==> config.mk <==
export PLATFORM = sky130hd
export DESIGN_NAME = alu_muldiv_ctrl
export DESIGN_NICKNAME = d
export VERILOG_FILES = /design/src/rtl/alu_muldiv_ctrl.sv
export SDC_FILE = /design/constraint.sdc
export NUM_CORES = 1
export LEC_CHECK = 0
export CAP_MARGIN = 20
export CORE_MARGIN = 10
export CORE_UTILIZATION = 40
export DETAILED_ROUTE_END_ITERATION = 8
export REMOVE_ABC_BUFFERS = 1
export SLEW_MARGIN = 20
export SYNTH_ARGS = -nofsm -noshare
export SYNTH_HDL_FRONTEND = slang
export SYNTH_SLANG_ARGS = --single-unit
==> constraint.sdc <==
create_clock -name clk -period 9.1 [get_ports clk]
set_clock_uncertainty 0.2 [all_clocks]
set_input_delay 2.275 -clock clk [delete_from_list [all_inputs] [get_ports clk]]
set_output_delay 2.275 -clock clk [all_outputs]
set_load 0.02 [all_outputs]
==> src/rtl/alu_muldiv_ctrl.sv <==
// alu_muldiv_ctrl: ALU control decode plus an iterative mult/div sequencer with
// HI/LO registers for the EX stage of the MIPS datapath.
// Optional feature: define MULDIV_SIGNED_EN to make mult/div (funct 011000 /
// 011010) operate on signed operands. When undefined, they behave as multu/divu.
module alu_muldiv_ctrl #(
    parameter int WIDTH = 32
) (
    input  logic             clk,
    input  logic             rst,
    input  logic             en,
    input  logic [1:0]       alu_op,
    input  logic [5:0]       funct,
    input  logic [WIDTH-1:0] rs_val,
    input  logic [WIDTH-1:0] rt_val,
    output logic [3:0]       alu_control,
    output logic             stall,
    output logic             md_done,
    output logic [WIDTH-1:0] hi,
    output logic [WIDTH-1:0] lo
);

    localparam int CW = $clog2(WIDTH);
    localparam logic [CW-1:0] LAST_STEP = CW'(WIDTH - 1);

    localparam logic [5:0] F_MTHI = 6'b010001;
    localparam logic [5:0] F_MTLO = 6'b010011;

    typedef enum logic [1:0] {
        IDLE = 2'b00,
        MUL  = 2'b01,
        DIV  = 2'b10
    } state_t;

    state_t state_reg, state_next;

    // Sequencer datapath registers
    logic [CW-1:0]    cnt_reg;
    logic [WIDTH-1:0] acc_reg;      // mult: running high half; div: partial remainder
    logic [WIDTH-1:0] q_reg;        // mult: multiplier / low half; div: dividend -> quotient
    logic [WIDTH-1:0] opd_reg;      // multiplicand or divisor magnitude
    logic             neg_lo_reg;   // negate product / quotient at the end
    logic             neg_hi_reg;   // negate remainder at the end
    logic             divz_reg;     // divisor was zero
    logic [WIDTH-1:0] rs_reg;       // original dividend for the divide-by-zero result
    logic [WIDTH-1:0] hi_reg, lo_reg;
    logic             md_done_reg;

    // Decode / control
    logic md_group, md_req, md_act, busy, last_step;
    logic issue_mul, issue_div, wr_hi, wr_lo;
    logic op_signed, a_neg, b_neg;
    logic [WIDTH-1:0] a_mag, b_mag;

    // Step results
    logic [WIDTH:0]     mul_sum;
    logic [WIDTH-1:0]   mul_hi_next, mul_lo_next;
    logic [WIDTH:0]     r_shift;
    logic [WIDTH+1:0]   diff_ext;
    logic               borrow;
    logic [WIDTH-1:0]   div_r_next, div_q_next;
    logic [2*WIDTH-1:0] product, prod_fix;
    logic [WIDTH-1:0]   res_hi, res_lo;
    logic               unused_diff_msb;

    // ALU control decode; alu_op 00 wins over x1, which wins over R-type funct
    always_comb begin
        alu_control = 4'b0000;
        if (alu_op == 2'b00) begin
            alu_control = 4'b0010;
        end else if (alu_op[0]) begin
            alu_control = 4'b0110;
        end else begin
            case (funct)
                6'b100000, 6'b100001: alu_control = 4'b0010;
                6'b100010, 6'b100011: alu_control = 4'b0110;
                6'b100100:            alu_control = 4'b0000;
                6'b100101:            alu_control = 4'b0001;
                6'b100110:            alu_control = 4'b0011;
                6'b100111:            alu_control = 4'b1100;
                6'b101010:            alu_control = 4'b0111;
                6'b101011:            alu_control = 4'b1111;
                6'b000000:            alu_control = 4'b1000;
                6'b000010:            alu_control = 4'b1001;
                6'b000011:            alu_control = 4'b1010;
                default:              alu_control = 4'b0000;
            endcase
        end
    end

    // Mult/div group: 0110xx (mult/multu/div/divu) and 0100xx (mfhi/mthi/mflo/mtlo)
    assign md_group  = (funct[5:2] == 4'b0110) || (funct[5:2] == 4'b0100);
    assign md_req    = en & alu_op[1] & md_group;
    assign md_act    = md_req & ~busy;
    assign issue_mul = md_act & (funct[5:1] == 5'b01100);
    assign issue_div = md_act & (funct[5:1] == 5'b01101);
    assign wr_hi     = md_act & (funct == F_MTHI);
    assign wr_lo     = md_act & (funct == F_MTLO);

`ifdef MULDIV_SIGNED_EN
    // funct[0]==0 selects the signed variant (mult / div)
    assign op_signed = ~funct[0];
`else
    assign op_signed = 1'b0;
`endif

    assign a_neg = op_signed & rs_val[WIDTH-1];
    assign b_neg = op_signed & rt_val[WIDTH-1];
    assign a_mag = a_neg ? (~rs_val + 1'b1) : rs_val;
    assign b_mag = b_neg ? (~rt_val + 1'b1) : rt_val;

    // One shift-add multiply step: add multiplicand when the multiplier LSB is set, shift right
    assign mul_sum     = {1'b0, acc_reg} + (q_reg[0] ? {1'b0, opd_reg} : {(WIDTH+1){1'b0}});
    assign mul_hi_next = mul_sum[WIDTH:1];
    assign mul_lo_next = {mul_sum[0], q_reg[WIDTH-1:1]};

    // One restoring divide step: shift in next dividend bit, subtract if it fits
    assign r_shift    = {acc_reg, q_reg[WIDTH-1]};
    assign diff_ext   = {1'b0, r_shift} - {2'b00, opd_reg};
    assign borrow     = diff_ext[WIDTH+1];
    assign div_r_next = borrow ? r_shift[WIDTH-1:0] : diff_ext[WIDTH-1:0];
    assign div_q_next = {q_reg[WIDTH-2:0], ~borrow};
    // The remainder never exceeds the divisor, so this difference bit carries no information
    assign unused_diff_msb = diff_ext[WIDTH];

    // Final-edge result with sign fixup folded in
    assign product  = {mul_hi_next, mul_lo_next};
    assign prod_fix = neg_lo_reg ? (~product + 1'b1) : product;

    always_comb begin
        res_hi = prod_fix[2*WIDTH-1:WIDTH];
        res_lo = prod_fix[WIDTH-1:0];
        if (state_reg == DIV) begin
            if (divz_reg) begin
                res_hi = rs_reg;
                res_lo = {WIDTH{1'b1}};
            end else begin
                res_hi = neg_hi_reg ? (~div_r_next + 1'b1) : div_r_next;
                res_lo = neg_lo_reg ? (~div_q_next + 1'b1) : div_q_next;
            end
        end
    end

    // FSM state register
    always_ff @(posedge clk or posedge rst) begin
        if (rst) begin
            state_reg <= IDLE;
        end else begin
            state_reg <= state_next;
        end
    end

    // FSM next-state: start on issue, return to IDLE after the last iteration
    always_comb begin
        state_next = state_reg;
        case (state_reg)
            IDLE: begin
                if (issue_mul) begin
                    state_next = MUL;
                end else if (issue_div) begin
                    state_next = DIV;
                end
            end
            MUL, DIV: begin
                if (last_step) begin
                    state_next = IDLE;
                end
            end
            default: state_next = IDLE;
        endcase
    end

    // FSM outputs: busy, stall toward the hazard unit, final-iteration flag
    always_comb begin
        busy      = (state_reg != IDLE);
        last_step = busy && (cnt_reg == LAST_STEP);
        stall     = md_req & busy;
    end

    // Sequencer datapath: capture magnitudes on issue, iterate while busy
    always_ff @(posedge clk or posedge rst) begin
        if (rst) begin
            cnt_reg    <= '0;
            acc_reg    <= '0;
            q_reg      <= '0;
            opd_reg    <= '0;
            neg_lo_reg <= 1'b0;
            neg_hi_reg <= 1'b0;
            divz_reg   <= 1'b0;
            rs_reg     <= '0;
        end else if (state_reg == IDLE) begin
            if (issue_mul || issue_div) begin
                cnt_reg    <= '0;
                acc_reg    <= '0;
                q_reg      <= a_mag;
                opd_reg    <= b_mag;
                neg_lo_reg <= a_neg ^ b_neg;
                neg_hi_reg <= a_neg;
                divz_reg   <= (rt_val == '0);
                rs_reg     <= rs_val;
            end
        end else begin
            cnt_reg <= cnt_reg + 1'b1;
            if (state_reg == MUL) begin
                acc_reg <= mul_hi_next;
                q_reg   <= mul_lo_next;
            end else begin
                acc_reg <= div_r_next;
                q_reg   <= div_q_next;
            end
        end
    end

    // HI/LO: results on the final iteration, moves only while idle
    always_ff @(posedge clk or posedge rst) begin
        if (rst) begin
            hi_reg <= '0;
            lo_reg <= '0;
        end else if (last_step) begin
            hi_reg <= res_hi;
            lo_reg <= res_lo;
        end else begin
            if (wr_hi) begin
                hi_reg <= rs_val;
            end
            if (wr_lo) begin
                lo_reg <= rs_val;
            end
        end
    end

    // Completion pulse, high for the cycle after HI/LO are written
    always_ff @(posedge clk or posedge rst) begin
        if (rst) begin
            md_done_reg <= 1'b0;
        end else begin
            md_done_reg <= last_step;
        end
    end

    assign hi      = hi_reg;
    assign lo      = lo_reg;
    assign md_done = md_done_reg;

endmodule
==> flow_summary.rst <==
.. list-table::
   :header-rows: 1

   * - Metric
     - Value
   * - Final clock period utilization by the worst path
     - 74.6%
   * - Multiplexer area fraction after synthesis
     - 5.43%
   * - Net switching share of the total power
     - 45.0%
   * - Measured slew at the worst slew-check pin
     - 1060 ps
   * - IO Pins
     - 145
   * - Synthesized area per cell
     - 8.25 sq um
   * - Number of distinct library cells after synthesis
     - 73
   * - Via count of the first global-routing pass
     - 12973
   * - Inserted Diodes
     - 0
   * - Run status
     - finished clean
   * - Number of max-slew violations in the final report
     - 0
   * - Count of synthesis-stage warnings from yosys
     - 0
   * - Worst flop-to-flop path startpoint
     - q_reg[0]
   * - Clock tree root driver cell
     - sky130_fd_sc_hd__clkbuf_16
   * - Startpoint of the worst hold path
     - rs_reg[8]
   * - Clock slew at reported path FFs
     - 60 ps
   * - Worst setup startpoint
     - funct[0]
   * - Most frequent cells after synthesis
     - sky130_fd_sc_hd__nand2_1 (243), sky130_fd_sc_hd__dfrtp_1 (201), sky130_fd_sc_hd__nor2_1 (159), sky130_fd_sc_hd__a21oi_1 (133), sky130_fd_sc_hd__o21ai_0 (127)
   * - Seq pwr share
     - 27.3%
   * - Vias post-DR
     - 13027
   * - Adder-cell area share of the yosys netlist
     - 6.87%
   * - All-layer global routing usage
     - 21.3%
   * - Ys flop type
     - sky130_fd_sc_hd__dfrtp_1
   * - DR DRC count
     - 0
   * - Cell Chain, Critical Path
     - clkdlybuf4s50_1 -> inv_1 -> ha_1 -> o21ai_0 -> o21ai_0 -> nor3b_1 -> clkdlybuf4s50_1
   * - EDFF count, synth
     - 0
   * - Net count of the finished layout
     - 1910
   * - Unrepaired setup endpoints after global routing
     - no
   * - Gpl congestion
     - 0.917
   * - Port Buffers
     - 144
   * - Top-count cell post-synth
     - sky130_fd_sc_hd__nand2_1
   * - Max Cap Violations
     - 0
   * - Switch Pwr
     - 2.53 mW
   * - Routed wirelength normalized by instance count
     - 20.6 microns
   * - First-pass GRT wire length
     - 72300 microns
   * - 1st-iter DRT viols
     - 864
   * - Element type at the critical path start
     - input port
   * - Synthesized cell area
     - 13900 sq um
   * - Horizontal die dimension
     - 206 microns
   * - Die Y-Extent
     - 206 microns
   * - Simple-gate share of the synthesized area
     - 18.9%
   * - Worst Path Class, Setup
     - input port to primary output
   * - Starting Density
     - 40.4%
   * - Post-CTS Setup Bufs
     - 0
   * - Detail Route Antenna Nets
     - 0
   * - Post-cts resize count
     - 0
   * - Core area
     - 34400 sq um
   * - Main area contributors after synthesis
     - sky130_fd_sc_hd__dfrtp_1 (36%), sky130_fd_sc_hd__ha_1 (6.6%), sky130_fd_sc_hd__nand2_1 (6.6%), sky130_fd_sc_hd__a21oi_1 (4.8%), sky130_fd_sc_hd__o21ai_0 (4.6%)
   * - Number of synthesized register bits
     - 201
   * - Clk sinks
     - 201
   * - Share of the synthesized netlist area taken by xor and xnor gates
     - 3.53%
   * - Met3 WL post-DR
     - 2860 microns
   * - # setup viols final
     - 0
   * - Worst endpoint required time
     - 6630 ps
   * - Total of hold buffers inserted after clock tree synthesis
     - 0
   * - Largest net degree at the start of global routing
     - 127
   * - Instance count of the mapped netlist
     - 1683
   * - Proportion of power drawn by the clock network
     - 17.2%
   * - Filler cell count
     - 3445
   * - Largest area contributor in the netlist
     - sky130_fd_sc_hd__dfrtp_1
   * - Signed area change from the synthesized netlist to the final layout
     - 18.0%
   * - Cell-internal power
     - 3.09 mW
   * - Path category of the worst min-delay check
     - flip-flop to flip-flop
   * - Maximum number of buffers from clock root to sink
     - 3
   * - Final WL
     - 45900 microns
   * - Setup tns final
     - 0 ps
   * - Number of antenna violations at the first check in global routing
     - 0
   * - Worst ir drop on vdd
     - 164 uV
   * - Data arrival, critical path
     - 4310 ps
   * - Insertion delay of the later-clocked pin in the worst-skew pair
     - 530 ps
   * - Area of the die
     - 42600 sq um
   * - Area fraction of the dominant cell type after synthesis
     - 36.2%
   * - Clock tree from TritonCTS
     - done
   * - Final-report hold violation count
     - 0
   * - CP endpoint kind
     - primary output
   * - Share of the synthesized area in compound gates (AO/OA/AOI/OAI)
     - 23.9%
   * - Pwr Density
     - 343 nW/um^2
   * - Max-slew headroom
     - 29.4%
   * - CTS H-tree depth
     - 1
   * - Crit path max-delay cell type
     - sky130_fd_sc_hd__clkdlybuf4s50_1
   * - Total number of placement rows
     - 68
   * - Detailed-route wire length on metal 1
     - 19400 microns
   * - Via density per instance
     - 5.84
   * - GRT overflow
     - 0
   * - Sequential fraction of the synthesis area
     - 36.2%
   * - Leak
     - 7.34 nW
   * - Share of synthesized registers carrying an async set or reset
     - 100%
   * - Met2 wire len
     - 22300 microns
   * - Minimum clock period after layout
     - 6790 ps
   * - Fraction of final layout cells sized beyond drive strength 1
     - 4.90%
   * - Final core utilization
     - 47.7%
   * - Highest clock rate
     - 0.147 GHz
   * - Inserted Clock Buffers
     - 24
   * - Detailed Place HPWL
     - 33900 microns
   * - CP peak stage delay
     - 650 ps
   * - Combinational family with the most area after synthesis
     - compound AO/OA/AOI/OAI gates
   * - Combinational cell fraction of total power
     - 55.6%
   * - First drt pass iteration count
     - 6
   * - Uppermost layer routed
     - met4
   * - Largest driver fanout on the critical path
     - 4
-- cells in the final DEF, fill, tap and decap left out, types with 12 or more instances in the layout --
cell                              synthesis  routed
sky130_fd_sc_hd__a211oi_1                50      50
sky130_fd_sc_hd__a21o_1                  28      28
sky130_fd_sc_hd__a21oi_1                133     133
sky130_fd_sc_hd__a221oi_1                16      16
sky130_fd_sc_hd__a31oi_1                 18      18
sky130_fd_sc_hd__and2_1                  37      37
sky130_fd_sc_hd__and3_1                  27      26
sky130_fd_sc_hd__buf_4                    3      15
sky130_fd_sc_hd__clkbuf_16                0      25
sky130_fd_sc_hd__clkdlybuf4s50_1          0     144
sky130_fd_sc_hd__dfrtp_1                201     201
sky130_fd_sc_hd__ha_1                    73      70
sky130_fd_sc_hd__inv_1                   69      68
sky130_fd_sc_hd__mux2_2                  14      14
sky130_fd_sc_hd__mux2i_1                 54      54
sky130_fd_sc_hd__nand2_1                243     243
sky130_fd_sc_hd__nand3_1                 49      48
sky130_fd_sc_hd__nand4_1                 12      12
sky130_fd_sc_hd__nor2_1                 159     159
sky130_fd_sc_hd__o211ai_1                41      41
sky130_fd_sc_hd__o21ai_0                127     127
sky130_fd_sc_hd__xnor2_1                 31      31
sky130_fd_sc_hd__xor2_1                  25      25
-- cell families (layout without fill, tap and decap cells) --
family	after synthesis	after routing
compound gates	515	515
xor+xnor	56	56
fa+ha+maj	75	75
buf+inv	178	271
flops	201	201
mux	73	73
simple gates	585	585
-- stage by stage --
| stage | power, mW | cell area, sq um | hold WS, ps | setup WS (ps) | cells |
|---|---|---|---|---|---|
| floorplan | 3.57 | 13400 | 238 | 1140 | 1575 |
| global placement | 4.61 | 15600 | 259 | 2320 | 2189 |
| detailed placement | 4.65 | 15600 | 265 | 2280 | 2189 |
| CTS | 5.64 | 16400 | 279 | 2280 | 2231 |
| global route | 6.04 | 16400 | 297 | 2190 | 2231 |
| finish | 5.62 | 16400 | 275 | 2310 | 2231 |
-- power groups by stage --
stage	clock network (mW)	logic [mW]	registers, mW
finish	0.965	3.12	1.53
global route	1.02	3.45	1.57
CTS	0.987	3.13	1.53
detailed placement	0	3.11	1.54
global placement	0	3.07	1.54
floorplan	0	1.97	1.60
-- routing by layer --
layer | track usage [%] | up-vias
met5 | 0 | -
met4 | 6.23 | 0
met3 | 3.65 | 90
met2 | 36.6 | 403
met1 | 26.8 | 6335
li1 | - | 6199
-- critical path: cells and delay by family --
family,cells,cell delay (ps)
AOI/OAI and AO/OA,2,240
adders and majority gates,1,280
buffers and inverters,3,1270
and+or+nand+nor,1,240
-- cell type report --
type | instances | area, sq um | share of cell area, %
multi-input combinational | 1304 | 8180 | 49.9
sequential | 201 | 5030 | 30.7
timing repair buffer | 159 | 1550 | 9.48
clock buffer | 39 | 738 | 4.51
tap | 455 | 569 | 3.47
inverter | 70 | 270 | 1.65
clock inverter | 3 | 40.0 | 0.244
-- worst paths after layout --
kind | depth (start not counted) | slack (ps) | endpoint
worst max register to register | 14 | 4960 | acc_reg[31]
worst min-delay path | 2 | 270 | rs_reg[8]
max in group asynchronous | 3 | 4940 | acc_reg[21]
min in group asynchronous | 2 | 2140 | cnt_reg[3]
worst max-delay path | 7 | 2310 | alu_control[0]
worst min register to register | 2 | 270 | rs_reg[8]
No activity file was read; power rests on OpenSTA's default activity.
